==> config.mk <==
export PLATFORM = sky130hd
export DESIGN_NAME = multicycle_ctrl
export DESIGN_NICKNAME = d
export VERILOG_FILES = /design/src/rtl/proc_pkg.sv /design/src/rtl/alu_op_decode.sv /design/src/rtl/multicycle_ctrl.sv
export SDC_FILE = /design/constraint.sdc
export NUM_CORES = 1
export LEC_CHECK = 0
export CAP_MARGIN = 0
export CELL_PAD_IN_SITES_DETAIL_PLACEMENT = 1
export CELL_PAD_IN_SITES_GLOBAL_PLACEMENT = 2
export CORE_UTILIZATION = 28
export CTS_CLUSTER_DIAMETER = 40
export DETAILED_ROUTE_END_ITERATION = 8
export PLACE_DENSITY_LB_ADDON = 0.1
export SLEW_MARGIN = 30
export SYNTH_ARGS = -nofsm -noshare
export SYNTH_HDL_FRONTEND = slang
export SYNTH_SLANG_ARGS = --single-unit
==> constraint.sdc <==
create_clock -name clk -period 3.1 [get_ports clk]
set_clock_uncertainty 0.05 [all_clocks]
set_input_delay 0.465 -clock clk [delete_from_list [all_inputs] [get_ports clk]]
set_output_delay 0.465 -clock clk [all_outputs]
set_load 0.1 [all_outputs]
==> src/rtl/proc_pkg.sv <==
// Shared encodings for the multi-cycle MIPS-subset processor: opcodes, functs,
// ALU operations, control FSM states, PC source selects and the control bundle.
package proc_pkg;

    localparam logic [5:0] OP_RTYPE = 6'h00;
    localparam logic [5:0] OP_J     = 6'h02;
    localparam logic [5:0] OP_BEQ   = 6'h04;
    localparam logic [5:0] OP_BNE   = 6'h05;
    localparam logic [5:0] OP_ADDI  = 6'h08;
    localparam logic [5:0] OP_SLTI  = 6'h0A;
    localparam logic [5:0] OP_LW    = 6'h23;
    localparam logic [5:0] OP_SW    = 6'h2B;
    localparam logic [5:0] OP_HALT  = 6'h3F;

    localparam logic [5:0] FN_SLL = 6'h00;
    localparam logic [5:0] FN_ADD = 6'h20;
    localparam logic [5:0] FN_SUB = 6'h22;
    localparam logic [5:0] FN_AND = 6'h24;
    localparam logic [5:0] FN_OR  = 6'h25;
    localparam logic [5:0] FN_SLT = 6'h2A;

    localparam logic [1:0] PC_SRC_SEQ    = 2'd0;
    localparam logic [1:0] PC_SRC_BRANCH = 2'd1;
    localparam logic [1:0] PC_SRC_JUMP   = 2'd2;

    typedef enum logic [3:0] {
        ALU_ADD = 4'd0,
        ALU_SUB = 4'd1,
        ALU_AND = 4'd2,
        ALU_OR  = 4'd3,
        ALU_SLT = 4'd4,
        ALU_SLL = 4'd5
    } alu_op_e;

    typedef enum logic [3:0] {
        ST_FETCH   = 4'd0,
        ST_DECODE  = 4'd1,
        ST_EXEC_R  = 4'd2,
        ST_EXEC_I  = 4'd3,
        ST_ADDR    = 4'd4,
        ST_MEM_RD  = 4'd5,
        ST_MEM_WR  = 4'd6,
        ST_WB_R    = 4'd7,
        ST_WB_I    = 4'd8,
        ST_WB_MEM  = 4'd9,
        ST_BRANCH  = 4'd10,
        ST_JUMP    = 4'd11,
        ST_HALT    = 4'd12,
        ST_ILLEGAL = 4'd13
    } ctrl_state_e;

    // Every datapath enable and select driven by the control FSM.
    typedef struct packed {
        logic       mem_req;
        logic       mem_we;
        logic       addr_src;
        logic       ir_write;
        logic       pc_write;
        logic [1:0] pc_src;
        logic       reg_write;
        logic       reg_dst;
        logic       wb_src;
        logic       alu_src_b;
        alu_op_e    alu_op;
    } ctrl_t;

    function automatic ctrl_state_e decode_next(input logic [5:0] op);
        ctrl_state_e nxt;
        case (op)
            OP_RTYPE:        nxt = ST_EXEC_R;
            OP_ADDI, OP_SLTI: nxt = ST_EXEC_I;
            OP_LW, OP_SW:    nxt = ST_ADDR;
            OP_BEQ, OP_BNE:  nxt = ST_BRANCH;
            OP_J:            nxt = ST_JUMP;
            OP_HALT:         nxt = ST_HALT;
            default:         nxt = ST_ILLEGAL;
        endcase
        return nxt;
    endfunction

endpackage

==> src/rtl/alu_op_decode.sv <==
// R-type funct to ALU operation map with a legality flag; purely combinational.
// Unsupported functs report legal = 0 and fall back to ADD.
module alu_op_decode
    import proc_pkg::*;
(
    input  logic [5:0] funct,
    output alu_op_e    alu_op,
    output logic       legal
);

    always_comb begin
        alu_op = ALU_ADD;
        legal  = 1'b1;
        case (funct)
            FN_ADD:  alu_op = ALU_ADD;
            FN_SUB:  alu_op = ALU_SUB;
            FN_AND:  alu_op = ALU_AND;
            FN_OR:   alu_op = ALU_OR;
            FN_SLT:  alu_op = ALU_SLT;
            FN_SLL:  alu_op = ALU_SLL;
            default: legal  = 1'b0;
        endcase
    end

endmodule

==> src/rtl/multicycle_ctrl.sv <==
// Multi-cycle control FSM: fetch/decode/execute/memory/writeback sequencing and retire count.
// 3-5 cycles per instruction; FETCH/MEM_RD/MEM_WR hold mem_req stable until mem_ready.
module multicycle_ctrl
    import proc_pkg::*;
(
    input  logic        clk,
    input  logic        rst_n,
    input  logic [5:0]  opcode,
    input  logic [5:0]  funct,
    input  logic        alu_zero,
    input  logic        mem_ready,
    output logic        mem_req,
    output logic        mem_we,
    output logic        addr_src,
    output logic        ir_write,
    output logic        pc_write,
    output logic [1:0]  pc_src,
    output logic        reg_write,
    output logic        reg_dst,
    output logic        wb_src,
    output logic        alu_src_b,
    output logic [3:0]  alu_op,
    output logic [31:0] retired,
    output logic        halted,
    output logic        illegal
);

    ctrl_state_e state;
    ctrl_state_e state_nxt;
    ctrl_t       ctrl;
    logic        retire;
    logic        br_taken;
    alu_op_e     fn_alu_op;
    logic        fn_legal;

    alu_op_decode u_alu_op_decode (
        .funct  (funct),
        .alu_op (fn_alu_op),
        .legal  (fn_legal)
    );

    always_ff @(posedge clk) begin
        if (!rst_n) begin
            state   <= ST_FETCH;
            retired <= '0;
        end else begin
            state <= state_nxt;
            if (retire) begin
                retired <= retired + 32'd1;
            end
        end
    end

    always_comb begin
        state_nxt = state;
        ctrl      = '0;
        retire    = 1'b0;
        br_taken  = (opcode == OP_BEQ) ? alu_zero : !alu_zero;
        case (state)
            ST_FETCH: begin
                ctrl.mem_req = 1'b1;
                if (mem_ready) begin
                    ctrl.ir_write = 1'b1;
                    ctrl.pc_write = 1'b1;
                    ctrl.pc_src   = PC_SRC_SEQ;
                    state_nxt     = ST_DECODE;
                end
            end
            ST_DECODE: begin
                state_nxt = decode_next(opcode);
            end
            ST_EXEC_R: begin
                ctrl.alu_op = fn_alu_op;
                state_nxt   = fn_legal ? ST_WB_R : ST_ILLEGAL;
            end
            ST_EXEC_I: begin
                ctrl.alu_src_b = 1'b1;
                ctrl.alu_op    = (opcode == OP_SLTI) ? ALU_SLT : ALU_ADD;
                state_nxt      = ST_WB_I;
            end
            ST_ADDR: begin
                ctrl.alu_src_b = 1'b1;
                ctrl.alu_op    = ALU_ADD;
                state_nxt      = (opcode == OP_SW) ? ST_MEM_WR : ST_MEM_RD;
            end
            ST_MEM_RD: begin
                ctrl.mem_req  = 1'b1;
                ctrl.addr_src = 1'b1;
                if (mem_ready) begin
                    state_nxt = ST_WB_MEM;
                end
            end
            ST_MEM_WR: begin
                ctrl.mem_req  = 1'b1;
                ctrl.mem_we   = 1'b1;
                ctrl.addr_src = 1'b1;
                if (mem_ready) begin
                    retire    = 1'b1;
                    state_nxt = ST_FETCH;
                end
            end
            ST_WB_R: begin
                ctrl.reg_write = 1'b1;
                ctrl.reg_dst   = 1'b1;
                retire         = 1'b1;
                state_nxt      = ST_FETCH;
            end
            ST_WB_I: begin
                ctrl.reg_write = 1'b1;
                retire         = 1'b1;
                state_nxt      = ST_FETCH;
            end
            ST_WB_MEM: begin
                ctrl.reg_write = 1'b1;
                ctrl.wb_src    = 1'b1;
                retire         = 1'b1;
                state_nxt      = ST_FETCH;
            end
            ST_BRANCH: begin
                ctrl.alu_op   = ALU_SUB;
                ctrl.pc_write = br_taken;
                ctrl.pc_src   = PC_SRC_BRANCH;
                retire        = 1'b1;
                state_nxt     = ST_FETCH;
            end
            ST_JUMP: begin
                ctrl.pc_write = 1'b1;
                ctrl.pc_src   = PC_SRC_JUMP;
                retire        = 1'b1;
                state_nxt     = ST_FETCH;
            end
            ST_HALT, ST_ILLEGAL: begin
                state_nxt = state;
            end
            default: begin
                state_nxt = ST_ILLEGAL;
            end
        endcase
    end

    // Architectural writes are suppressed on a reset edge so an IR/PC/regfile
    // load cannot slip through when reset lands on a completing access.
    assign mem_req   = ctrl.mem_req;
    assign mem_we    = ctrl.mem_we;
    assign addr_src  = ctrl.addr_src;
    assign ir_write  = ctrl.ir_write  & rst_n;
    assign pc_write  = ctrl.pc_write  & rst_n;
    assign pc_src    = ctrl.pc_src;
    assign reg_write = ctrl.reg_write & rst_n;
    assign reg_dst   = ctrl.reg_dst;
    assign wb_src    = ctrl.wb_src;
    assign alu_src_b = ctrl.alu_src_b;
    assign alu_op    = ctrl.alu_op;
    assign halted    = (state == ST_HALT);
    assign illegal   = (state == ST_ILLEGAL);

endmodule

After elaboration in Yosys (flattened, before gate mapping)

Cells that the tools add are included.

Register bits after elaboration: 36
Input bits: 16
Output and inout port bits: 49
Logic and storage cells: 75

$add $sub $neg: 1
Equal/unequal tests: 29
Muxes and demuxes: 24
Bitwise logic cells: 4
Reduce and logical (&&, ||, !) cells: 15

Operator list:

| cell                                                                   | count |
|---|---|
| 6-bit equality test (second input constant)                            | 8 |
| 4-bit case mux with 9 select lines                                     | 1 |
| 32-bit by 1-bit adder with 32-bit output (second input constant)       | 1 |
| 4-bit equality test (second input constant)                            | 6 |
| 4-bit case mux with 6 select lines                                     | 1 |
| 4-bit two-way mux                                                      | 5 |
| 4-bit by 3-bit equality test with 1-bit output (second input constant) | 4 |
| 3-bit case mux with 5 select lines                                     | 1 |
| 6-bit by 3-bit equality test with 1-bit output (second input constant) | 2 |
| 6-bit by 4-bit equality test with 1-bit output (second input constant) | 2 |
| 6-bit zero test                                                        | 2 |
| 4-bit case mux with 3 select lines                                     | 1 |
| 2-bit OR reduction                                                     | 6 |
| 1-bit two-way mux                                                      | 11 |
| 3-bit case mux with 3 select lines                                     | 1 |
| 4-bit by 2-bit equality test with 1-bit output (second input constant) | 2 |
| 6-bit by 2-bit equality test with 1-bit output (second input constant) | 1 |
| 2-bit inequality test (second input constant)                          | 3 |
| 3-bit OR reduction                                                     | 2 |
| 6-bit OR reduction                                                     | 1 |
| 5-bit OR reduction                                                     | 1 |
| 4-bit by 1-bit equality test with 1-bit output (second input constant) | 1 |
| 4-bit zero test                                                        | 1 |
| 4-bit AND reduction                                                    | 1 |
| 6 further kinds                                                        | 8 |

Logic depth before layout (Yosys ltp)

Gate-level depths: netlist (run 1).

Word-level depth: 5
Gate-level depth with buffers: 8

Modules after synthesis

A second synthesis (run 1) with hierarchy kept.

Cells, all modules: 295
Area total of the unflattened synthesis: 2244.7 um2

By module, submodules not included:

| module          | times used | cells each | area each (um2) | seq. area each (um2) |
|---|---|---|---|---|
| multicycle_ctrl | 1          | 279        | 2142.1          | 720.7 |
| alu_op_decode   | 1          | 16         | 102.6           | 0.0 |

Least setup slack after synthesis (run 1)

No wires, ideal clock.

Kind: reg2out
Start: register state[1]
End: output port pc_write
Arrival time: 3845 ps
Required time: 2585 ps
Setup slack: -1260 ps
Stages on the path, launching flop included: 5
Buffers on the path: 1
Cell sequence: dfxtp_1 > buf_2 > or2_2 > nor3_1 > o21bai_1

Longest elaborated chain between the ends: 3
Elaborated cells on any way between the ends: 5

RTL lines:

| element                                                | RTL line               | source |
|---|---|---|
| start: declaration                                     | multicycle_ctrl.sv:28  | `ctrl_state_e state;` |
| start signal: assignment                               | multicycle_ctrl.sv:47  | `state <= state_nxt;` |
| 4-bit equality test or 4-bit zero test (tied branches) | multicycle_ctrl.sv:59  | `case (state)` |
| 3-bit case mux with 3 select lines (*)                 | multicycle_ctrl.sv:59  |  |
| 1-bit AND (*)                                          | multicycle_ctrl.sv:147 | `assign pc_write = ctrl.pc_write & rst_n;` |
| end: declaration                                       | multicycle_ctrl.sv:16  | `output logic pc_write,` |

Every way passes the cells marked *; elsewhere a longest branch is shown, timed or not.

Final worst setup path (run 1)

Start: input port opcode[2]
End: output port alu_op[2]

Longest elaborated chain between the ends: 3

RTL lines:

| element                                        | RTL line              | source |
|---|---|---|
| start: declaration                             | multicycle_ctrl.sv:8  | `input logic [5:0] opcode,` |
| 6-bit by 4-bit equality test with 1-bit output | multicycle_ctrl.sv:78 | `ctrl.alu_op = (opcode == OP_SLTI) ? ALU_SLT : ALU_ADD;` |
| 3-bit two-way mux                              | multicycle_ctrl.sv:78 |  |
| 4-bit case mux with 3 select lines             | multicycle_ctrl.sv:59 |  |
| end: declaration                               | multicycle_ctrl.sv:22 | `output logic [3:0] alu_op,` |

Every way passes these cells.

==> run_results.csv, run 1 <==
group,metric,value,unit
yosys,ys_async_sr_fraction,0,%
worst_setup_path,path_cells,"clkdlybuf4s50_1, nor2_1, nand3_1, or4_1, a21oi_2, buf_12",
placed_design,gp_congestion,0.778,
routing,drt_iter0_drc,111,
power,p_sw_share,46.8,%
die,die_h,90.8,um
power,power-per-cell-area,668,mW/mm^2
routing,final_antenna_net_count,0,
clocking,clk_pin_slew_worst_paths,80,ps
worst_setup_path,critPathMaxStageDelay,470,ps
yosys,synth_top_cells_by_count,"nor2_1, dfxtp_1, a21oi_1, nand2_1, o21ai_0",
clocking,cts-root-buf,"clkbuf_8",
cells_and_area,fin_util,39.3,%
routing,drc,0,
worst_setup_path,critPathKind,"input pin to primary output",
placed_design,dp_hpwl,4930,um
timing,hold_viol,0,
cells_and_area,area_growth,36.8,%
clocking,cts_resized,0,
power,p_int,1.07,mW
clocking,post_cts_buffers,0,
worst_setup_path,crit_required,2580,ps
die,num_rows,32,
timing,setup_viol,0,
yosys,synth.most_common_cell,"nor2_1",
worst_setup_path,critPathMaxFanout,5,
yosys,syn_avg_cell_area,7.69,sq um
yosys,yosysTopAreaCellShare,32.7,%
yosys,syn-num-nets,304,
clocking,htreeDepth,2,
timing,tightest_slew,537,ps
routing,drt_wl_total,6630,um
yosys,synth_cells,287,
timing,min_period,2670,ps
yosys,ys_ff_latch,36,
die,dieArea,0.00824,sq mm
yosys,synth_edf_count,0,
yosys,netlist_area,0.00221,sq mm
timing,relSlewSlack,64.1,%
clocking,clk_latency,290,ps
status,status,"finished clean",
yosys,yosysTopAreaCell,"dfxtp_1",
yosys,synthFlopType,"dfxtp_1",
worst_setup_path,worst_setup_path_start_kind,"input pin",
timing,tns,0,ps
cells_and_area,fin_area,0.00302,sq mm
min_path,hp-class,"flip-flop to flip-flop",
global_routing,grt_pass1_vias,2273,
die,io_pins,65,
die,initial_utilization,28.7,%
yosys,synthMuxAreaShare,0.454,%
cells_and_area,insertedDiodeCount,0,
job,cap_violations,0,
yosys,synth_top_family_by_area,"simple AND/OR/NAND/NOR gates",
power,vdd.ir_drop.worst,0.000210,V
routing,wl_per_cell,14.8,um
power,sequentialPowerShare,28.0,%
cells_and_area,nets,363,
global_routing,antenna_found_initial,0,
clocking,tritoncts,"yes",
placed_design,placed_cell_area,0.00289,sq mm
worst_setup_path,arrival,2150,ps
worst_setup_path,worstReg2RegStart,"state[3]",
power,power_frac_clock,22.7,%
yosys,synthTopCellsByArea,"dfxtp_1, nor2_1, xnor2_1",
cells_and_area,drive_gt1_share,21.9,%
clocking,clock_sinks,36,
yosys,yosysSeqAreaShare,32.7,%
worst_setup_path,cp_slowest_cell,"clkdlybuf4s50_1",
placed_design,placed_cells,441,
yosys,synth_warnings,0,
clocking,cts_buffers,5,
clocking,cts_max_path_buffers,2,
placed_design,io_buffers,63,
global_routing,grt_overflow,0,
timing,slew_viol_final,0,
worst_setup_path,setup.worst_path.end_class,"primary output",
yosys,synth_adder_area_share,0.567,%
timing,max_freq,375,MHz
routing,firstDrtPassIters,4,
power,switchingPower,945,uW
die,die_w,90.8,um
power,p_comb_share,49.4,%
routing,via_count,2261,
yosys,synth-compound-area-share,17.3,%
timing,worst_slack,433,ps
yosys,synth_xor_area_share,7.15,%
worst_setup_path,cp-startpoint,"opcode[2]",
yosys,synth_simple_gate_area_share,35.8,%
global_routing,grt_max_degree,36,
min_path,min_from,"retired[31]",
clocking,ctsHoldBuffers,0,
global_routing,grt_usage,16.9,%
timing,rsz0062_at_grt,"false",
cells_and_area,finalNonFillerCells,449,
die,core-area,0.00769,sq mm
placed_design,post-place-ws,393,ps
routing,via_per_inst,5.04,
timing,fin_crit_sh,86.0,%
power,cellLeakagePower,1.08,nW
yosys,ys_types,53,
global_routing,grt_pass1_wl,11400,um
-- worst paths after layout --
path	to	slack [ps]	cells past startpoint
max	alu_op[2]	430	6
min	retired[31]	440	2
max reg2reg	retired[31]	720	5
min reg2reg	retired[31]	440	2
-- sequential cells by signal, summed over array words and instances (netlist names) --
name,flops
retired,32
state,4
-- placed cells by master (no fill, tap or decap), types with 8 or more instances in the layout --
master / n
a21oi_1: 22
buf_4: 48
clkdlybuf4s50_1: 15
dfxtp_1: 36
inv_1: 8
nand2_1: 21
nand3_1: 9
nor2_1: 35
nor3_1: 10
o21ai_0: 19
or3_1: 13
xnor2_1: 14
-- cell type report --
type	count	area, sq um
clock buffer	7	96.3
clock inverter	1	30.0
inverter	9	33.8
fill	948	4670
multi-input combinational	225	1380
sequential	36	721
timing repair buffer	69	631
tap	102	128
-- metrics by stage --
step	total power [mW]	hold slack [ps]
after global routing	2.12	473
after floorplan	1.33	548
after global placement	1.58	434
after CTS	2.04	444
final	2.02	441
after detailed placement	1.58	433
-- cell families after synthesis --
family,after synthesis
and+or+nand+nor,141
AOI/OAI and AO/OA,63
DFF,36
buffers and inverters,26
xor gates and xnor gates,18
adders and majority gates,1
other,1
muxes,1
-- power by group through the flow --
stage	Combinational (mW)	Clock [mW]	Sequential (mW)
5_1_grt	1.06	0.492	0.568
3_3_place_gp	1.00	0	0.574
4_1_cts	1.01	0.473	0.564
3_5_place_dp	1.01	0	0.574
2_1_floorplan	0.743	0	0.587
6_report	0.996	0.457	0.564
-- worst max-delay path, delay by kind of cell --
kind	cells	cell delay, ps
AND/OR/NAND/NOR	3	800
buffers and inverters	2	660
AO/OA/AOI/OAI	1	210
-- layer usage --
metal	GRT usage [%]	wire length, um	up-vias
li1	-	-	1158
met1	23.9	3420	1060
met2	26.5	2960	39
met3	3.28	210	4
met4	3.63	36	0
met5	0	0	-
Power figures use the tool's default switching activity.
==> inputs of run 2 (changes only) <==
--- a/config.mk
+++ b/config.mk
@@ -11,6 +11,7 @@
 export CORE_UTILIZATION = 28
 export CTS_CLUSTER_DIAMETER = 40
 export DETAILED_ROUTE_END_ITERATION = 8
+export HOLD_SLACK_MARGIN = 0.03
 export PLACE_DENSITY_LB_ADDON = 0.1
 export SLEW_MARGIN = 30
 export SYNTH_ARGS = -nofsm -noshare
==> results of run 2 <==
No change in the layout: final DEF, timing and power equal those of run 1.
==> inputs of run 3 (changes only) <==
--- a/config.mk
+++ b/config.mk
@@ -8,8 +8,8 @@
 export CAP_MARGIN = 0
 export CELL_PAD_IN_SITES_DETAIL_PLACEMENT = 1
 export CELL_PAD_IN_SITES_GLOBAL_PLACEMENT = 2
-export CORE_UTILIZATION = 28
-export CTS_CLUSTER_DIAMETER = 40
+export CORE_UTILIZATION = 25
+export CTS_CLUSTER_DIAMETER = 120
 export DETAILED_ROUTE_END_ITERATION = 8
 export HOLD_SLACK_MARGIN = 0.03
 export PLACE_DENSITY_LB_ADDON = 0.1
==> run_results.csv, run 3 (synthesized netlist as in run 1, its figures left out) <==
group,metric,value,unit
global_routing,grt_usage,15.1,%
clocking,cts-root-buf,"clkbuf_8",
power,p_sw_share,47.9,%
cells_and_area,reg_top3,"retired: 32 flops, state: 4 flops",
cells_and_area,insertedDiodeCount,0,
power,power-per-cell-area,656,mW/mm^2
power,p_comb_share,51.3,%
routing,wl_per_cell,14.6,um
clocking,htreeDepth,2,
routing,via_per_inst,5.04,
timing,rsz0062_at_grt,"false",
job,cap_violations,0,
timing,max_freq,377,MHz
power,p_int,1.03,mW
timing,holdWs,440,ps
cells_and_area,regMostFlops,"retired",
placed_design,placed_cell_area,0.00290,sq mm
global_routing,grt_overflow,0,
worst_setup_path,setup.worst_path.end_class,"primary output",
timing,setup_viol,0,
clocking,clk_latency,290,ps
min_path,hp-class,"flip-flop to flip-flop",
worst_setup_path,critPathKind,"input pin to primary output",
cells_and_area,fin_util,35.8,%
power,cellLeakagePower,1.07,nW
worst_setup_path,crit_buf_inv,2,
timing,slew_viol_final,0,
die,die_w,95.9,um
clocking,cts_buffers,5,
timing,hold_viol,0,
die,dieArea,0.00920,sq mm
timing,tightest_slew,543,ps
timing,fin_crit_sh,85.7,%
routing,drc,0,
routing,via_count,2280,
clocking,cts_resized,0,
placed_design,gp_congestion,0.760,
timing,min_period,2660,ps
cells_and_area,largest_reg_flops,32,
die,core-area,0.00838,sq mm
routing,drt_iter0_drc,71,
worst_setup_path,crit_required,2580,ps
die,initial_utilization,26.3,%
worst_setup_path,path_cells,"clkdlybuf4s50_1, nor2_1, nand3_1, or4_1, a21oi_2, buf_12",
worst_setup_path,arrival,2140,ps
cells_and_area,nets,363,
power,switchingPower,944,uW
worst_setup_path,critPathMaxStageDelay,470,ps
timing,relSlewSlack,63.7,%
clocking,clock_sinks,36,
die,die_h,95.9,um
routing,drt_wl_total,6600,um
cells_and_area,layout_commonest_cell,"buf_4",
cells_and_area,fin_area,0.00300,sq mm
clocking,cts_max_path_buffers,2,
cells_and_area,layout_common_cells,"buf_4, dfxtp_1, nor2_1, a21oi_1, nand2_1",
routing,final_antenna_net_count,0,
power,vdd.ir_drop.worst,0.000188,V
worst_setup_path,worst_setup_path_start_kind,"input pin",
clocking,clk_pin_slew_worst_paths,80,ps
clocking,post_cts_buffers,0,
status,status,"finished clean",
worst_setup_path,critPathMaxFanout,5,
placed_design,dp_hpwl,4950,um
power,power_frac_clock,20.8,%
cells_and_area,drive_gt1_share,21.6,%
global_routing,grt_max_degree,36,
worst_setup_path,crit_family,"simple AND/OR/NAND/NOR gates",
die,num_rows,33,
routing,firstDrtPassIters,4,
clocking,tritoncts,"yes",
worst_setup_path,cp_slowest_cell,"clkdlybuf4s50_1",
clocking,ctsHoldBuffers,0,
global_routing,antenna_found_initial,0,
power,sequentialPowerShare,28.0,%
cells_and_area,area_growth,36.1,%
global_routing,grt_pass1_vias,2118,
placed_design,io_buffers,63,
die,io_pins,65,
global_routing,grt_pass1_wl,10800,um
[run 3: cell count changes in the layout (fill, tap and decap cells not counted)]
| cell | change |
|---|---|
| clkinv_2 | +1 |
| clkbuf_8 | -2 |
| clkbuf_1 | +1 |
[run 3: power groups by stage]
stage / combinational (mW) / sequential (mW) / clock (mW)
finish: 1.01 / 0.551 / 0.409
global route: 1.08 / 0.558 / 0.449
CTS: 1.02 / 0.551 / 0.426
detailed placement: 1.02 / 0.562 / 0
global placement: 1.02 / 0.561 / 0
floorplan: 0.743 / 0.587 / 0
[run 3: worst reg2reg max path, delay by kind of cell (launching register included)]
family	cells	cell delay (ps)
AOI/OAI and AO/OA	2	450
DFF	1	480
and+or+nand+nor	3	1170
buffers and inverters	1	210
[run 3: path summary, 6_finish.rpt]
check	slack [ps]	cells after the start	start	end
worst min-delay path	440	2	retired[31]	retired[31]
worst max register to register	670	6	state[3]	retired[25]
worst min register to register	440	2	retired[31]	retired[31]
worst max-delay path	440	6	opcode[2]	alu_op[2]
[run 3: layout make-up]
class,count,area (sq um)
fillers,1032,5380
multi-input cells,225,1380
flip-flops and latches,36,721
repair buffers,69,631
well taps,105,131
clock buffers,6,72.6
clock inverters,2,35.0
inverters,9,33.8
[run 3: routing by layer]
| layer | global-route usage [%] | vias to the layer above | wire length, um |
|---|---|---|---|
| met5 | 0 | - | 0 |
| met4 | 4.10 | 0 | 64 |
| met3 | 2.92 | 7 | 257 |
| met2 | 22.1 | 44 | 2830 |
| met1 | 22.4 | 1066 | 3450 |
| li1 | - | 1163 | - |
[run 3: metrics by stage]
step | instances | TNS [ps] | worst slack (ps) | total power, mW
2_1_floorplan | 287 | -317 | -317 | 1.33
3_3_place_gp | 444 | 0 | 393 | 1.58
3_5_place_dp | 444 | 0 | 350 | 1.58
4_1_cts | 452 | 0 | 411 | 2.00
5_1_grt | 452 | 0 | 296 | 2.09
6_report | 452 | 0 | 445 | 1.97
